## config.mk

```make
export PLATFORM = sky130hd
export DESIGN_NAME = dual_grant_arbiter_flat
export DESIGN_NICKNAME = d
export VERILOG_FILES = /design/src/rtl/dual_grant_arbiter_pkg.sv /design/src/rtl/dual_grant_arbiter_if.sv /design/src/rtl/dual_grant_arbiter_pick.sv /design/src/rtl/dual_grant_arbiter.sv /design/src/flat_wrapper.sv
export SDC_FILE = /design/constraint.sdc
export NUM_CORES = 1
export LEC_CHECK = 0
export CORE_MARGIN = 1.5
export CORE_UTILIZATION = 45
export CTS_CLUSTER_SIZE = 20
export DETAILED_ROUTE_END_ITERATION = 6
export PLACE_DENSITY_LB_ADDON = 0.25
export SYNTH_ARGS = -nofsm -noshare
export SYNTH_HDL_FRONTEND = slang
export SYNTH_SLANG_ARGS = --single-unit
```

## constraint.sdc

```tcl
create_clock -name clk -period 3.23 [get_ports clk]
set_input_delay 0.4845 -clock clk [delete_from_list [all_inputs] [get_ports clk]]
set_output_delay 0.4845 -clock clk [all_outputs]
set_load 0.05 [all_outputs]
```

## src/rtl/dual_grant_arbiter_pkg.sv

```systemverilog
// Shared constants, channel state type and helpers for the dual-grant arbiter.
// Requester count is fixed at 8 in this revision.
package dual_grant_pkg;

    localparam int N_REQ = 8;
    localparam int IDX_W = 3;

    typedef enum logic {
        CH_IDLE = 1'b0,
        CH_BUSY = 1'b1
    } ch_state_t;

    function automatic logic [N_REQ-1:0] onehot8(input logic [IDX_W-1:0] idx);
        return N_REQ'(1) << idx;
    endfunction

endpackage

```

## src/rtl/dual_grant_arbiter_if.sv

```systemverilog
// Request/release/grant bundle between the requesters and the arbiter.
// The master side drives req/done; the slave (arbiter) drives the grant view.
interface dual_grant_arbiter_if;
    import dual_grant_pkg::*;

    logic [N_REQ-1:0] req;
    logic [1:0]       done;
    logic [1:0]       gnt_vld;
    logic [IDX_W-1:0] gnt_idx0;
    logic [IDX_W-1:0] gnt_idx1;
    logic [N_REQ-1:0] gnt_vec;
    logic             err;

    modport master (
        output req, done,
        input  gnt_vld, gnt_idx0, gnt_idx1, gnt_vec, err
    );

    modport slave (
        input  req, done,
        output gnt_vld, gnt_idx0, gnt_idx1, gnt_vec, err
    );

endinterface

```

## src/rtl/dual_grant_arbiter_pick.sv

```systemverilog
// Two-level priority find over a circular search order that descends from 'start'.
// With rotate=0 the order is always 7..0.
module dual_priority_pick
    import dual_grant_pkg::*;
(
    input  logic [N_REQ-1:0] elig,
    input  logic [IDX_W-1:0] start,
    input  logic             rotate,
    output logic [IDX_W-1:0] win1,
    output logic             win1_vld,
    output logic [IDX_W-1:0] win2,
    output logic             win2_vld
);

    logic [IDX_W-1:0] eff_start;
    logic [IDX_W-1:0] shift;
    logic [N_REQ-1:0] rot;
    logic [N_REQ-1:0] rot2;
    logic [IDX_W-1:0] p1;
    logic [IDX_W-1:0] p2;

    // Rotate so that eff_start lands on bit 7; a plain highest-bit search then
    // walks the circular descending order, and adding 'shift' maps back.
    always_comb begin
        // NOTE: every always_comb output gets a default first so no path infers a latch.
        eff_start = rotate ? start : IDX_W'(N_REQ - 1);
        shift     = eff_start + IDX_W'(1);
        rot       = '0;
        p1        = '0;
        p2        = '0;
        win1_vld  = 1'b0;
        win2_vld  = 1'b0;
        for (int j = 0; j < N_REQ; j++) begin
            rot[j] = elig[IDX_W'(j) + shift];
        end
        for (int j = 0; j < N_REQ; j++) begin
            if (rot[j]) begin
                p1       = IDX_W'(j);
                win1_vld = 1'b1;
            end
        end
        rot2 = rot & ~onehot8(p1);
        for (int j = 0; j < N_REQ; j++) begin
            if (rot2[j]) begin
                p2       = IDX_W'(j);
                win2_vld = 1'b1;
            end
        end
        win1 = p1 + shift;
        win2 = p2 + shift;
    end

endmodule

```

## src/rtl/dual_grant_arbiter.sv

```systemverilog
// Shares two service channels among 8 requesters; grants are registered and held
// until the owner pulses done. ROTATE selects fixed (7 high) or round-robin order.
module dual_grant_arbiter
    import dual_grant_pkg::*;
#(
    parameter int ROTATE = 0
) (
    input logic                clk,
    input logic                rst_n,
    dual_grant_arbiter_if.slave bus
);

    ch_state_t        ch_state [2];
    ch_state_t        ch_next  [2];
    logic [IDX_W-1:0] owner    [2];
    logic [IDX_W-1:0] gidx     [2];
    logic [IDX_W-1:0] last_ptr;
    logic             err_q;
    logic [1:0]       idle;
    logic [1:0]       grant;
    logic [N_REQ-1:0] vec;
    logic [IDX_W-1:0] win1, win2;
    logic             win1_vld, win2_vld;

    assign idle = {ch_state[1] == CH_IDLE, ch_state[0] == CH_IDLE};

    dual_priority_pick u_pick (
        .elig     (bus.req & ~vec),
        .start    (last_ptr - IDX_W'(1)),
        .rotate   (ROTATE != 0),
        .win1     (win1),
        .win1_vld (win1_vld),
        .win2     (win2),
        .win2_vld (win2_vld)
    );

    // Best winner goes to the lowest-numbered idle channel, runner-up to the other.
    always_comb begin
        grant   = 2'b00;
        gidx[0] = win1;
        gidx[1] = win1;
        case (idle)
            2'b11: begin
                grant   = {win2_vld, win1_vld};
                gidx[1] = win2;
            end
            2'b01:   grant = {1'b0, win1_vld};
            2'b10:   grant = {win1_vld, 1'b0};
            default: grant = 2'b00;
        endcase
    end

    always_comb begin
        for (int c = 0; c < 2; c++) begin
            ch_next[c] = ch_state[c];
            case (ch_state[c])
                CH_IDLE: if (grant[c])    ch_next[c] = CH_BUSY;
                CH_BUSY: if (bus.done[c]) ch_next[c] = CH_IDLE;
                default: ch_next[c] = CH_IDLE;
            endcase
        end
    end

    // NOTE: sequential state uses non-blocking assignments so all registers update together.
    always_ff @(posedge clk or negedge rst_n) begin
        if (!rst_n) begin
            for (int c = 0; c < 2; c++) begin
                ch_state[c] <= CH_IDLE;
                owner[c]    <= '0;
            end
            last_ptr <= '0;
            err_q    <= 1'b0;
        end else begin
            for (int c = 0; c < 2; c++) begin
                ch_state[c] <= ch_next[c];
                if (grant[c]) owner[c] <= gidx[c];
            end
            if (grant == 2'b11)  last_ptr <= win2;
            else if (|grant)     last_ptr <= win1;
            err_q <= err_q | (|(bus.done & idle));
        end
    end

    always_comb begin
        vec = '0;
        for (int c = 0; c < 2; c++) begin
            if (ch_state[c] == CH_BUSY) vec |= onehot8(owner[c]);
        end
    end

    assign bus.gnt_vld  = ~idle;
    assign bus.gnt_idx0 = owner[0];
    assign bus.gnt_idx1 = owner[1];
    assign bus.gnt_vec  = vec;
    assign bus.err      = err_q;

endmodule

```

## src/flat_wrapper.sv

```systemverilog
// flat-port wrapper written by rule: the top's interface ports become plain ports
module dual_grant_arbiter_flat import dual_grant_pkg::*;
#(
    parameter int ROTATE = 0
)
  (clk, rst_n, bus_req, bus_done, bus_gnt_vld, bus_gnt_idx0, bus_gnt_idx1, bus_gnt_vec, bus_err);
  dual_grant_arbiter_if bus_i ();
  input logic clk;
  input logic rst_n;
  input wire logic [$bits(bus_i.req)-1:0] bus_req;
  input wire logic [$bits(bus_i.done)-1:0] bus_done;
  output wire logic [$bits(bus_i.gnt_vld)-1:0] bus_gnt_vld;
  output wire logic [$bits(bus_i.gnt_idx0)-1:0] bus_gnt_idx0;
  output wire logic [$bits(bus_i.gnt_idx1)-1:0] bus_gnt_idx1;
  output wire logic [$bits(bus_i.gnt_vec)-1:0] bus_gnt_vec;
  output wire logic [$bits(bus_i.err)-1:0] bus_err;
  assign bus_i.req = bus_req;
  assign bus_i.done = bus_done;
  assign bus_gnt_vld = bus_i.gnt_vld;
  assign bus_gnt_idx0 = bus_i.gnt_idx0;
  assign bus_gnt_idx1 = bus_i.gnt_idx1;
  assign bus_gnt_vec = bus_i.gnt_vec;
  assign bus_err = bus_i.err;
  dual_grant_arbiter #(.ROTATE(ROTATE)) u_core (.clk(clk), .rst_n(rst_n), .bus(bus_i));
endmodule
```

* Word-level counts from Yosys, hierarchy flattened *
Index checks and enable logic that the tools add are counted.

storage, ports and cells
  latch bits = 0
  RAM bits = 0
  memories kept = 0
  logic and storage cells = 62
  bits in read-only memories = 0
  register bits = 9
  input port bits = 12

cells by class
  multiplexer cells = 40
  multipliers = 0
  div/mod/pow operators = 0
  add/sub/neg operators = 0
  bitwise operators = 10
  reductions and logical operators = 1
  shift-type cells = 3
  magnitude comparators = 0
  equality and inequality tests = 3

operator list
  operator             count
  $mux 3               13
  $shl 1x3->8 const A  3
  $mux 1               22
  $and 8x8->8          2
  $mux 8               2
  $not 8->8            2
  $or 8x8->8           1
  $pmux 2 s3           1
  $eq 2x2->1 const B   2
  $pmux 1 s2           2
  $and 2x2->2          1
  $eq 2x1->1 const B   1
  $not 1->1            2
  $not 2->2            1
  $reduce_or 2->1      1
  $or 1x1->1           1

* Depth between registers and ports, before layout *
Gate-level depths: netlist of the first run.

  depth after elaboration = 27
  gate-level depth with buffers = 7

* By module *
Synthesis of the first run repeated with hierarchy kept, for this count alone.

unflattened totals
  cells, all modules = 181
  area, all modules = 1696.6 sq um

modules (own cells, without submodules)
  module              sequential area each (sq um)  area each (sq um)  cells an instance  instances
  dual_priority_pick  0.0                           858.3              97                 1
  dual_grant_arbiter  300.3                         838.3              84                 1

* Worst setup path before layout of the first run *
No wires, ideal clock.

  path type = reg2reg
  from = reg u_core.owner, in the netlist u_core.bus.gnt_idx0[0]
  to = reg u_core.owner, in the netlist u_core.bus.gnt_idx1[2]
  period minus slack after synthesis = 2508 ps
  setup slack = 722 ps
  library setup time = 125 ps
  arrival = 2383 ps
  data required time = 3105 ps
  stages on the path, launching flop included = 7
  path through = dfrtp_1 -> nand2_1 -> o221a_2 -> nor4_4 -> nand4_2 -> a22o_1 -> mux2_4

on the way
  longest elaborated chain between the ends = 25

ends and longest elaborated chain
  what                               RTL line                       source
  from (decl)                        dual_grant_arbiter.sv:15       logic [IDX_W-1:0] owner [2];
  from (signal, indexed assignment)  dual_grant_arbiter.sv:76       if (grant[c]) owner[c] <= gidx[c];
  $shl 1x3->8 *                      dual_grant_arbiter_pkg.sv:14   return N_REQ'(1) << idx;
  $mux 8 *                           dual_grant_arbiter.sv:87       if (ch_state[c] == CH_BUSY) vec |= onehot8(owner[c]);
  $or 8x8->8                         dual_grant_arbiter.sv:87
  $mux 8 *                           dual_grant_arbiter.sv:87
  $not 8->8 *                        dual_grant_arbiter.sv:28       .elig (bus.req & ~vec),
  $and 8x8->8 *                      dual_grant_arbiter.sv:28
  $mux 1                             dual_grant_arbiter_pick.sv:37  if (rot[j]) begin
  $mux 3 (6 in series)               dual_grant_arbiter_pick.sv:37
  $shl 1x3->8                        dual_grant_arbiter_pkg.sv:14
  $not 8->8                          dual_grant_arbiter_pick.sv:42  rot2 = rot & ~onehot8(p1);
  $and 8x8->8                        dual_grant_arbiter_pick.sv:42
  $mux 1 (8 in series)               dual_grant_arbiter_pick.sv:44  if (rot2[j]) begin
  $pmux 2 s3                         dual_grant_arbiter.sv:42       case (idle)

Mark *: on every way between the ends. The rest lies on a longest branch, timed or not.
A chain may end at the register's enable or synchronous reset.

* Final worst setup path of the first run *
  from = reg u_core.owner, in the netlist u_core.bus.gnt_idx1[0]
  to = out bus_gnt_vec[0]

on the way
  longest elaborated chain between the ends = 3

ends and longest elaborated chain
  what         RTL line                      source
  $shl 1x3->8  dual_grant_arbiter_pkg.sv:14
  $or 8x8->8   dual_grant_arbiter.sv:87
  $mux 8       dual_grant_arbiter.sv:87
  to (decl)    flat_wrapper.sv:15            output wire logic [$bits(bus_i.gnt_vec)-1:0] bus_gnt_vec;

Every way passes these cells.

==> results.txt, run 1 <==
* Result of the run: finished, final reports clean
- STA classifies the critical path endpoint as an output port.
- Fraction of final layout cells with drive strength greater than 1: 15.5%
* Count of nets left with antenna violations after detail routing: 0
- The commonest cells after synthesis are nand2_1, dfrtp_1, o22ai_1.
- Measured along the y axis, the die boundary spans 48.1 um.
- Cell family with most CP delay: buffers and inverters
- Final WL: 2.49 mm
- The first detailed-routing pass ran for 4 iterations.
- The tree is rooted in a clkbuf_4.
* Top routing layer in use: met4
* Peak Freq: 381 MHz
* Area delta synth->final: 34.4%
- The setup path with the least slack is of type flip-flop to output port.
- Clk buf depth: 2
* Cells along the critical path: nand2b_1 > o22ai_1 > clkdlybuf4s50_1
- Number of placed instances, taps included: 152
- Sequential standard cell area: 225 um^2
* Worst hold stages: 1
* Worst min-delay path class: flip-flop to flip-flop
* Die area: 2320 um^2
- Cell types with the largest area share after synthesis: dfrtp_1, o221ai_2, o22ai_1
- STA puts the critical path data required time at 2.75 ns.
* Worst slew margin relative to its limit: 66.1%
- Buffers inserted to repair hold after CTS numbered 0.
- The initial utilization of the core area, before any placement, comes to approximately 47%.
- The number of buffers and inverters on the critical path is 1.
- Entering global routing, the biggest net connects 13 pins.
- Synthesis produced a netlist with a net count of 113.
* Count of distinct cell types in the synthesized netlist: 39
- Remaining global-route overflow: 0
- In this run, CTS created clock tree buffers numbering 3.
- Largest fanout on the critical path: 10
- Met1 routed wirelength after detailed routing: 1.11 mm
* Hold endpoint: u_core.bus.err
- On the critical path, the stage with the largest delay is an instance of clkdlybuf4s50_1.
- Counting flops with an async set or reset pin after synthesis yields a share of 100%.
* Filler-free cell count of the finished design: 156
- Yosys printed 0 warnings.
- Once layout is complete, the utilization of the core stands at 63.5%.
- Post-synth top area cell: dfrtp_1
- Clock latency on the worst-skew pair: 0.26 ns
* Number of enable-type register cells in the synthesized netlist: 0
- The worst setup path is launched from a flip-flop.
- The number of global-route vias before repair is 882.
- Routability-driven placement finished with a final weighted congestion of 0.849.
- GRT Resource Usage Total: 23.5%
- Summed instance area of the synthesized netlist: 917 um^2
- For this block, the initial DRC count from the detailed router was 49.
- Count of endpoints failing setup in the final report: 0
- Detailed routing placed a total of about 1.2 mm of wire on met2.
- Resized cells post-CTS: 0
- Site Rows: 16
- Endpoint of the worst-slack reg-to-reg timing path: u_core.bus.gnt_idx1[2]
- After the last flow step, the layout net total stands at 142.
- Clk sink count: 9
* Floorplan Core Area: 1940 um^2
* Pins over their slew limit: 0
- LEAKAGE: 0.000427 uW
- N_diodes: 0
* Gate count of the mapped netlist: 101
- For the worst setup path, the data arrival time is roughly 2.1 ns.
- Clock-pin transition on the worst setup and hold timing paths: approximately 0.070 ns
- In the finished design, the share of the clock period the worst path needs comes to 81.2%.
- In this run the most critical hold path is launched from u_core.bus.err.
- After detailed routing, the met3 layer carries 158 um of wire.
* Portion of synthesized cell area occupied by the leading cell type: 24.6%
* FF-to-FF setup slack: between 0.7 and 0.8 ns
- The floorplan step set the die width to slightly below 50 um.
- For this run, design rule violations remaining after detail routing come to 0.
- Detailed routing inserted a total of 992 vias.
- Once the clock tree was built, the setup fixing pass inserted 0 buffers.
* Actual slew at the worst max-slew pin: 0.506 ns
* Crit path largest cell delay: 0.83 ns
- The initial antenna violation count came to 0.
- Among all flip-flop cells after synthesis, the most frequent one is dfrtp_1.
- Maximum Capacitance Violations: 0
- Worst R2R Path Depth: 6
* CTS H-tree depth: 1
* Pwr Density: 1080 nW/um^2
- Total of buffers placed on input and output ports: 28
- Setup repair after global routing left no endpoint under its margin.
- WL per Instance: 15.9 um
* Via density per instance: 6.36
- Of the synthesized area, sequential elements account for 24.6%.
- The layout has between 150 and 200 filler cells.
- Mean Syn Cell Area: just over 9 um^2
* Worst vdd rail ir drop: between 0.6 and 0.7 mV
* Final setup TNS: 0 ns
* Hold violation count in the final report: 0
* Cell with the most instances after synthesis: nand2_1
* Half-perimeter wire length after detailed placement: 1.96 mm
* Shortest period the worst path allows: 2.62 ns
* TritonCTS clock tree: yes
- 29 I/O pins were placed.
- Global-route wire length before repair: 3.83 mm
- Source of the worst register-to-register timing path: u_core.ch_state[0]
* Setup Skew: 0.00879 ns
- After synthesis the netlist holds a flip-flop and latch count of 9.
* Footprint of the multi-input gates: 656 um^2
==> layer usage <==
layer	vias up	GRT usage [%]
met5	-	0
met4	0	7.03
met3	4	3.70
met2	36	36.8
met1	475	33.1
li1	477	-
==> registers in the layout, summed over array words and instances (netlist names) <==
name,count
u_core.bus.gnt_idx1,3
u_core.bus.gnt_idx0,3
u_core.bus.err,1
u_core.ch_state,2
==> worst max-delay path by stage <==
stage / start / endpoint / slack, ns / cells past startpoint
5_1_grt: u_core.ch_state[1] / bus_gnt_vec[0] / 0.53 / 3
2_1_floorplan: u_core.bus.gnt_idx0[0] / u_core.bus.gnt_idx1[2] / 0.72 / 6
3_3_place_gp: u_core.ch_state[0] / u_core.bus.gnt_idx1[2] / 0.81 / 6
4_1_cts: u_core.bus.gnt_idx1[0] / bus_gnt_vec[0] / 0.63 / 3
6_report: u_core.bus.gnt_idx1[0] / bus_gnt_vec[0] / 0.61 / 3
3_5_place_dp: u_core.ch_state[0] / u_core.bus.gnt_idx1[2] / 0.75 / 6
==> where the power goes <==
part	leakage [uW]	internal, uW	switching [uW]	total (uW)
Clock	0.0000150	47.6	39.7	87.3
Sequential	0.0000953	154	55.5	209
Combinational	0.000316	347	687	1030
==> layout by cell type (no fill, tap or decap), drive strengths merged, types with 2 or more instances in the layout <==
cell           Yosys  routed
o211ai             2       2
nand2             12      12
a31oi              3       3
nor2               3       3
inv                3       3
nand3              3       3
dfrtp              9       9
or2                2       2
mux2i              2       2
mux2               3       3
a221oi             2       2
nand4              2       2
a211oi             2       2
o221ai             8       8
clkbuf             1       4
o21ai              6       6
nand2b             6       6
maj3               2       2
o22ai              9       9
o221a              6       6
a21oi              3       3
clkdlybuf4s50      0      28
==> cells by family after synthesis <==
kind of cell / after synthesis / share of synthesized area (%)
adders and majority gates: 2 / 2.32
DFF: 9 / 24.6
muxes: 5 / 6.28
AOI/OAI and AO/OA: 47 / 43.7
buffers and inverters: 7 / 3.96
and+or+nand+nor: 31 / 19.2
==> per-stage QoR <==
stage | hold slack [ns] | power [uW] | worst slack, ns | cell area (um^2)
CTS | 0.512 | 1330 | 0.627 | 1230
finish | 0.500 | 1330 | 0.606 | 1230
detailed placement | 0.481 | 1230 | 0.754 | 1210
floorplan | 0.189 | 975 | 0.722 | 917
global route | 0.531 | 1400 | 0.531 | 1230
global placement | 0.477 | 1230 | 0.808 | 1210
==> worst register-to-register path, cell delays in order, from the launching register on <==
cell     delay, ns
dfrtp_1       0.43
nand2_1       0.29
o221a_2       0.44
nor4_4        0.42
nand4_2       0.19
a22o_1        0.32
mux2_4        0.30
==> layout make-up <==
type	instances	area share, %
Timing Repair Buffer	28	22.7
Tap cell	27	2.74
Clock buffer	4	2.13
Sequential cell	9	18.3
Multi-Input combinational cell	85	53.2
Inverter	3	0.914
(Power assumes the default switching activity.)
==> inputs of run 2 (changes only) <==
==> constraint.sdc (replaced) <==
create_clock -name clk -period 2.7 [get_ports clk]
set_input_delay 0.405 -clock clk [delete_from_list [all_inputs] [get_ports clk]]
set_output_delay 0.405 -clock clk [all_outputs]
set_load 0.05 [all_outputs]
==> results.txt, run 2 (same netlist as run 1, synthesis figures left out) <==
* Data arrival time at the worst-slack endpoint: 2.10 ns (-0.04 ns)
- The number of levels in the clock H-tree is 1 (unchanged).
- Subtracting the final worst setup slack from the clock period gives about 2.5 ns.
- The die span in x was 48.1 um (unchanged).
- Setup repair after global routing left no endpoint under its margin.
- The effective utilization at floorplan came to 47.2% (unchanged).
- The number of cells in the finished layout apart from fillers was 157 (+0.64%).
- Pins over their slew limit: 0 (unchanged)
* Clock Tree Root: clkbuf_4
- Iteration-0 DRC count of the detailed router: 38 (-22%)
- The number of clock buffers inserted by TritonCTS was 3 (unchanged).
- The via count is 1014 (+2.2%).
* Footprint of the multi-input gates: 656 um^2 (unchanged)
- Relative to the synthesized area, the layout overhead comes to 35.2%.
- Post-CTS Hold Buffers: 0 (unchanged)
* Overall die height: 48.1 um (unchanged)
* Clock latency on the worst-skew pair: 0.26 ns (about the same)
- The I/O pin total is 29 (unchanged).
* Most used cells in the layout excluding fill and tap cells: clkdlybuf4s50_1, nand2_1, o22ai_1, dfrtp_1
- Clock-pin transition on the worst setup and hold timing paths: 0.06 ns (about the same)
- The required arrival time at the worst endpoint came to 2.30 ns (-0.45 ns).
* Setup Skew: 0.00528 ns (-0.00351 ns)
- Placement-stage worst setup slack: 0.286 ns (-0.468 ns)
- The pin slew with the least headroom to its limit was 0.518 ns (+0.0119 ns).
- The count of final setup violators is 0 (unchanged).
* Fraction of final layout cells with drive strength greater than 1: 16.2% (+0.65 points)
- Half-perimeter wire length after detailed placement: 1.99 mm (+1.4%)
* GP Congestion: 0.915 (+7.8%)
* Clk sink count: 9 (unchanged)
- The initial antenna violation count is 0 (unchanged).
* Via density per instance: 6.46 (+1.6%)
- The worst setup path is of the flip-flop to output port kind.
* WL per Instance: 16.7 um (+4.8%)
- Endpoint kind of the worst setup timing path: output port
* Post-CTS setup buffer count: 0 (unchanged)
- Pin count of the biggest net entering global routing: 13 (unchanged)
- The final critical path takes up 92.6% of the cycle.
* Most common cell after layout, fill and taps aside: clkdlybuf4s50_1
* Sequential standard cell area: 225 um^2 (unchanged)
* Worst vdd rail ir drop: 0.857 mV (+23%)
- The number of inserted diodes came to 0 (unchanged).
* Pre-Repair DR Iteration Count: 4 (unchanged)
- The area of the die is 2320 um^2 (unchanged).
- Crit path largest cell delay: 0.83 ns (about the same)
- The worst hold slack after final layout was 0.443 ns (-0.0565 ns).
* Floorplan Core Area: 1940 um^2 (unchanged)
- Worst Slack Setup Final: 0.199 ns (-0.407 ns)
* Site Rows: 16 (unchanged)
* Total of buffers placed on input and output ports: 28 (unchanged)
- Number of placed instances, taps included: 153 (+0.66%)
- The final routed wirelength across all metal layers is 2.62 mm (+5.5%).
- Static timing analysis puts the maximum clock frequency at about 400 MHz.
* Global-route wire length before repair: 3.79 mm (-1.1%)
* Resized cells post-CTS: 0 (unchanged)
* GRT Resource Usage Total: 23.5% (about the same)
* TritonCTS clock tree: yes
* Maximum Capacitance Violations: 0 (unchanged)
* Endpoint of the worst-slack reg-to-reg timing path: u_core.bus.gnt_idx1[2]
* Detailed-route DRC error count: 0 (unchanged)
- The depth of the worst register-to-register path was 6 (unchanged).
- Remaining global-route overflow: 0 (unchanged)
- The maximum fanout count along the critical path was 12 (+2).
- The flow ran to the end, and the final reports show no timing, DRC or antenna violations.
- The path class of the tightest hold or removal check is primary input to async pin.
- Pwr Density: 1290 nW/um^2 (+20%)
* Clk buf depth: 2 (unchanged)
- The signal on the critical path passes through nand2_1 > o22ai_1 > clkdlybuf4s50_1.
- The setup total negative slack came to 0 ns (unchanged).
- Startpoint kind of the worst setup timing path: flip-flop
- Slowest cell on crit path: clkdlybuf4s50_1
* Count of nets left with antenna violations after detail routing: 0 (unchanged)
* Hold violation count in the final report: 0 (unchanged)
- Vias in the first global route: 860 (-2.5%)
* FF-to-FF setup slack: 0.22 ns (-0.51 ns)
- Worst slew margin relative to its limit: 65.3% (-0.80 points)
- The leakage power is 0.000432 uW (+1.2%).
* Source of the worst register-to-register timing path: u_core.ch_state[0]
- The filler cell count in the final layout is 169 (-11%).
- Total Nets Final: 143 (+0.70%)
## run 2: power by group
part           internal (uW)  switching, uW
Sequential               184           65.4
Combinational            420            833
Clock                   56.9           45.4
## run 2: layout make-up
| cell class | count | area share (%) |
|---|---|---|
| Timing Repair Buffer | 29 | 23.2 |
| Inverter | 3 | 0.908 |
| Sequential cell | 9 | 18.2 |
| Clock buffer | 4 | 2.12 |
| Multi-Input combinational cell | 85 | 52.9 |
| Tap cell | 27 | 2.72 |
## run 2: how the worst max path moves through the flow
stage	slack [ns]	startpoint	end
3_5_place_dp	0.29	u_core.ch_state[0]	u_core.bus.gnt_idx1[2]
5_1_grt	0.1	u_core.ch_state[0]	u_core.bus.gnt_idx1[2]
2_1_floorplan	0.19	u_core.bus.gnt_idx0[0]	u_core.bus.gnt_idx1[2]
3_3_place_gp	0.31	u_core.ch_state[0]	u_core.bus.gnt_idx1[2]
6_report	0.20	u_core.ch_state[0]	bus_gnt_vec[5]
4_1_cts	0.20	u_core.ch_state[0]	bus_gnt_vec[5]
## run 2: metrics by stage
| step | util [%] | instance area (um^2) | total power [uW] |
|---|---|---|---|
| after floorplan | - | 917 | 1170 |
| after global placement | 62.5 | 1210 | 1480 |
| after detailed placement | 62.5 | 1210 | 1490 |
| after CTS | 63.9 | 1240 | 1600 |
| after global routing | 63.9 | 1240 | 1680 |
| final | 63.9 | 1240 | 1600 |
## run 2: metal layers
layer | GRT usage [%] | vias up | share of wire [%] | routed length, um
met5 | 0 | - | 0 | 0
met2 | 35.8 | 52 | 47 | 1230
met3 | 4.44 | 4 | 7.3 | 192
met1 | 31.8 | 474 | 44 | 1170
met4 | 11.4 | 0 | 1.3 | 33
li1 | - | 484 | - | -
## run 2: critical path, delay by kind of cell, from the launching register on
| kind | cells | cell delay (ns) |
|---|---|---|
| AOI/OAI and AO/OA | 1 | 0.26 |
| buffers and inverters | 1 | 0.83 |
| DFF | 1 | 0.43 |
| and+or+nand+nor | 1 | 0.31 |
==> inputs of run 3 (changes only) <==
--- a/config.mk
+++ b/config.mk
@@ -5,11 +5,14 @@
 export SDC_FILE = /design/constraint.sdc
 export NUM_CORES = 1
 export LEC_CHECK = 0
+export CELL_PAD_IN_SITES_DETAIL_PLACEMENT = 2
+export CELL_PAD_IN_SITES_GLOBAL_PLACEMENT = 2
 export CORE_MARGIN = 1.5
-export CORE_UTILIZATION = 45
+export CORE_UTILIZATION = 27
 export CTS_CLUSTER_SIZE = 20
 export DETAILED_ROUTE_END_ITERATION = 6
 export PLACE_DENSITY_LB_ADDON = 0.25
+export SETUP_SLACK_MARGIN = 0.05
 export SYNTH_ARGS = -nofsm -noshare
 export SYNTH_HDL_FRONTEND = slang
 export SYNTH_SLANG_ARGS = --single-unit
==> results.txt, run 3 (same netlist as run 1, synthesis figures left out) <==
- The flow ran to the end, and the final reports show no timing, DRC or antenna violations.
- The count of final setup violators is 0 (unchanged).
- The maximum fanout count along the critical path is 10 (-2).
* Data arrival time at the worst-slack endpoint: 2.17 ns (+0.07 ns)
- The kind of cell with the highest combined delay along the critical path is buffers and inverters.
* Placement-stage worst setup slack: 0.186 ns (-0.0995 ns)
* Fraction of final layout cells with drive strength greater than 1: 16.9% (+0.77 points)
- The final hold violation count was 0 (unchanged).
- Pwr Density: 1300 nW/um^2 (+0.55%)
- Area delta synth->final: 41.7%
* Required time of the worst setup path: 2.30 ns (about the same)
* Crit path largest cell delay: 0.84 ns (about the same)
* Worst vdd rail ir drop: 0.500 mV (-42%)
- Period utilisation layout: 95.3% (+2.6 points)
- WL per Instance: 19.3 um (+15%)
- Overall Power: 1690 uW (+5.4%)
- Worst min-delay path class: primary input to async pin
- Pin count of the biggest net entering global routing: 13 (unchanged)
- The die span in x was 61.3 um (+27%).
- The global-route total usage across every layer is 19.9% (-3.6 points).
- The tree is rooted in a clkbuf_4.
- The minimum clock period after layout is 2.57 ns (+0.0715 ns).
- The number of clock buffers inserted by TritonCTS is 3 (unchanged).
* Number of antenna violations at the first check in global routing: 0 (unchanged)
- The post-route clock skew came to 0.00178 ns (-0.00350 ns).
- The leakage power is 0.000454 uW (+5.1%).
- The die height came to 61.3 um (+27%).
* Detailed-route DRC error count: 0 (unchanged)
- The routing usage on met3 was 4.20% (-0.24 points).
- The buffer levels on the longest clock path was 2 (unchanged).
- Total Nets Final: 143 (unchanged)
- TritonCTS built the clock tree.
- Remaining global-route overflow: 0 (unchanged)
- The count of clock tree sinks came to 9 (unchanged).
- Vias in the first global route: 1138 (+32%)
- Global routing met2 resource utilization: 33.1% (-2.7 points)
* Clock latency on the worst-skew pair: 0.25 ns (about the same)
- Actual slew at the worst max-slew pin: 0.514 ns (-0.00395 ns)
- The final routed wirelength across all metal layers is 3.36 mm (+28%).
* Site Rows: 20 (+4)
* RSZ-0062 raised after global routing: true
- Maximum Capacitance Violations: 0 (unchanged)
- Clock-pin transition on the worst setup and hold timing paths: 0.06 ns (about the same)
- The number of detailed-routing iterations run before antenna repair was 3 (-1).
- Cells along the critical path: nand2b_1 > o22ai_1 > clkdlybuf4s50_1
* Half-perimeter wire length after detailed placement: 2.70 mm (+35%)
* Top-level port count: 29 (unchanged)
* Worst Slack Setup Final: 0.127 ns (-0.0715 ns)
* Met1 routing resource usage after global routing: 25.7% (-6.1 points)
- The instance area at placement was 1230 um^2 (+1.8%).
- Count of vias placed by the detailed router: 1014 (unchanged)
- GP Congestion: 0.840 (-8.2%)
- STA classifies the critical path endpoint as an output port.
- The setup total negative slack is 0 ns (unchanged).
- The number of levels in the clock H-tree was 1 (unchanged).
- CP Class: flip-flop to output port
- The first-pass GRT wire length was 5.53 mm (+46%).
- The slowest stage of the critical path is the clkdlybuf4s50_1 cell.
- The post-route cell area is 1300 um^2 (+4.8%).
- Total of buffers placed on input and output ports: 28 (unchanged)
- The worst slew margin relative to its limit is 65.6% (+0.26 points).
- The number of inserted diodes is 0 (unchanged).
* Count of nets left with antenna violations after detail routing: 0 (unchanged)
- Starting density of the core: 29.3% (-18 points)
* Most used routing layer: met2
- The violation count after the first detailed-route iteration is 19 (-50%).
- The core box area is 3130 um^2 (+61%).
* Startpoint kind of the worst setup timing path: flip-flop
- Via density per instance: 5.83 (-9.8%)
- Peak Freq: 389 MHz (-2.8%)
- Die area: 3760 um^2 (+62%)
- In the layout the commonest cells are clkdlybuf4s50_1, nand2_1, o22ai_1, dfrtp_1.
* Most common cell after layout, fill and taps aside: clkdlybuf4s50_1
- Crit path buffers/inverters: 1 (unchanged)
* Pins over their slew limit: 0 (unchanged)
==> run 3: cell types whose count changed in the layout (fill, tap and decap cells not counted) <==
cell             change
nand2_1              -1
clkdlybuf4s50_1      -1
o221ai_4             +3
dlymetal6s2s_1       +1
nand2_2              +1
o221ai_2             -3
==> run 3: where the power goes <==
group	switching, uW	internal, uW
Combinational	900	434
Sequential	72.2	184
Clock	43.9	56.8
==> run 3: routing by layer <==
| layer | part of all wire, % | vias to the layer above |
|---|---|---|
| met1 | 45 | 506 |
| met3 | 4.1 | 8 |
| met5 | 0 | - |
| li1 | - | 477 |
| met4 | 1.8 | 0 |
| met2 | 49 | 23 |
==> run 3: worst paths after layout <==
| path | depth (start not counted) | slack, ns | end | from |
|---|---|---|---|---|
| setup / recovery | 3 | 0.13 | bus_gnt_vec[4] | u_core.bus.gnt_idx1[0] |
| hold reg to reg | 1 | 0.49 | u_core.bus.err | u_core.bus.err |
| hold / removal | 1 | 0.45 | u_core.bus.err | rst_n |
| setup reg to reg | 6 | 0.20 | u_core.bus.gnt_idx1[2] | u_core.bus.gnt_idx1[0] |
| max in group asynchronous | 1 | 1.97 | u_core.ch_state[1] | rst_n |
| min in group clk | 1 | 0.49 | u_core.bus.err | u_core.bus.err |
==> run 3: repair_timing <==
item | in CTS | in global routing
hold buffers | 0 | 0
setup endpoints to repair | 0 | 1
setup buffers | 0 | 0
gates resized for setup | 0 | 5
==> run 3: layout make-up <==
| type | instances | area [um^2] |
|---|---|---|
| Multi-Input combinational cell | 85 | 692 |
| Sequential cell | 9 | 225 |
| Clock buffer | 4 | 26.3 |
| Tap cell | 44 | 55.1 |
| Inverter | 3 | 11.3 |
| Fill cell | 340 | 1830 |
| Timing Repair Buffer | 29 | 290 |
==> run 3: per-stage QoR <==
step / hold slack, ns / cells / utilization, %
5_1_grt: 0.486 / 174 / 41.6
4_1_cts: 0.457 / 174 / 40.3
3_5_place_dp: 0.467 / 170 / 39.5
2_1_floorplan: 0.109 / 101 / -
6_report: 0.446 / 174 / 41.6
3_3_place_gp: 0.478 / 170 / 39.5
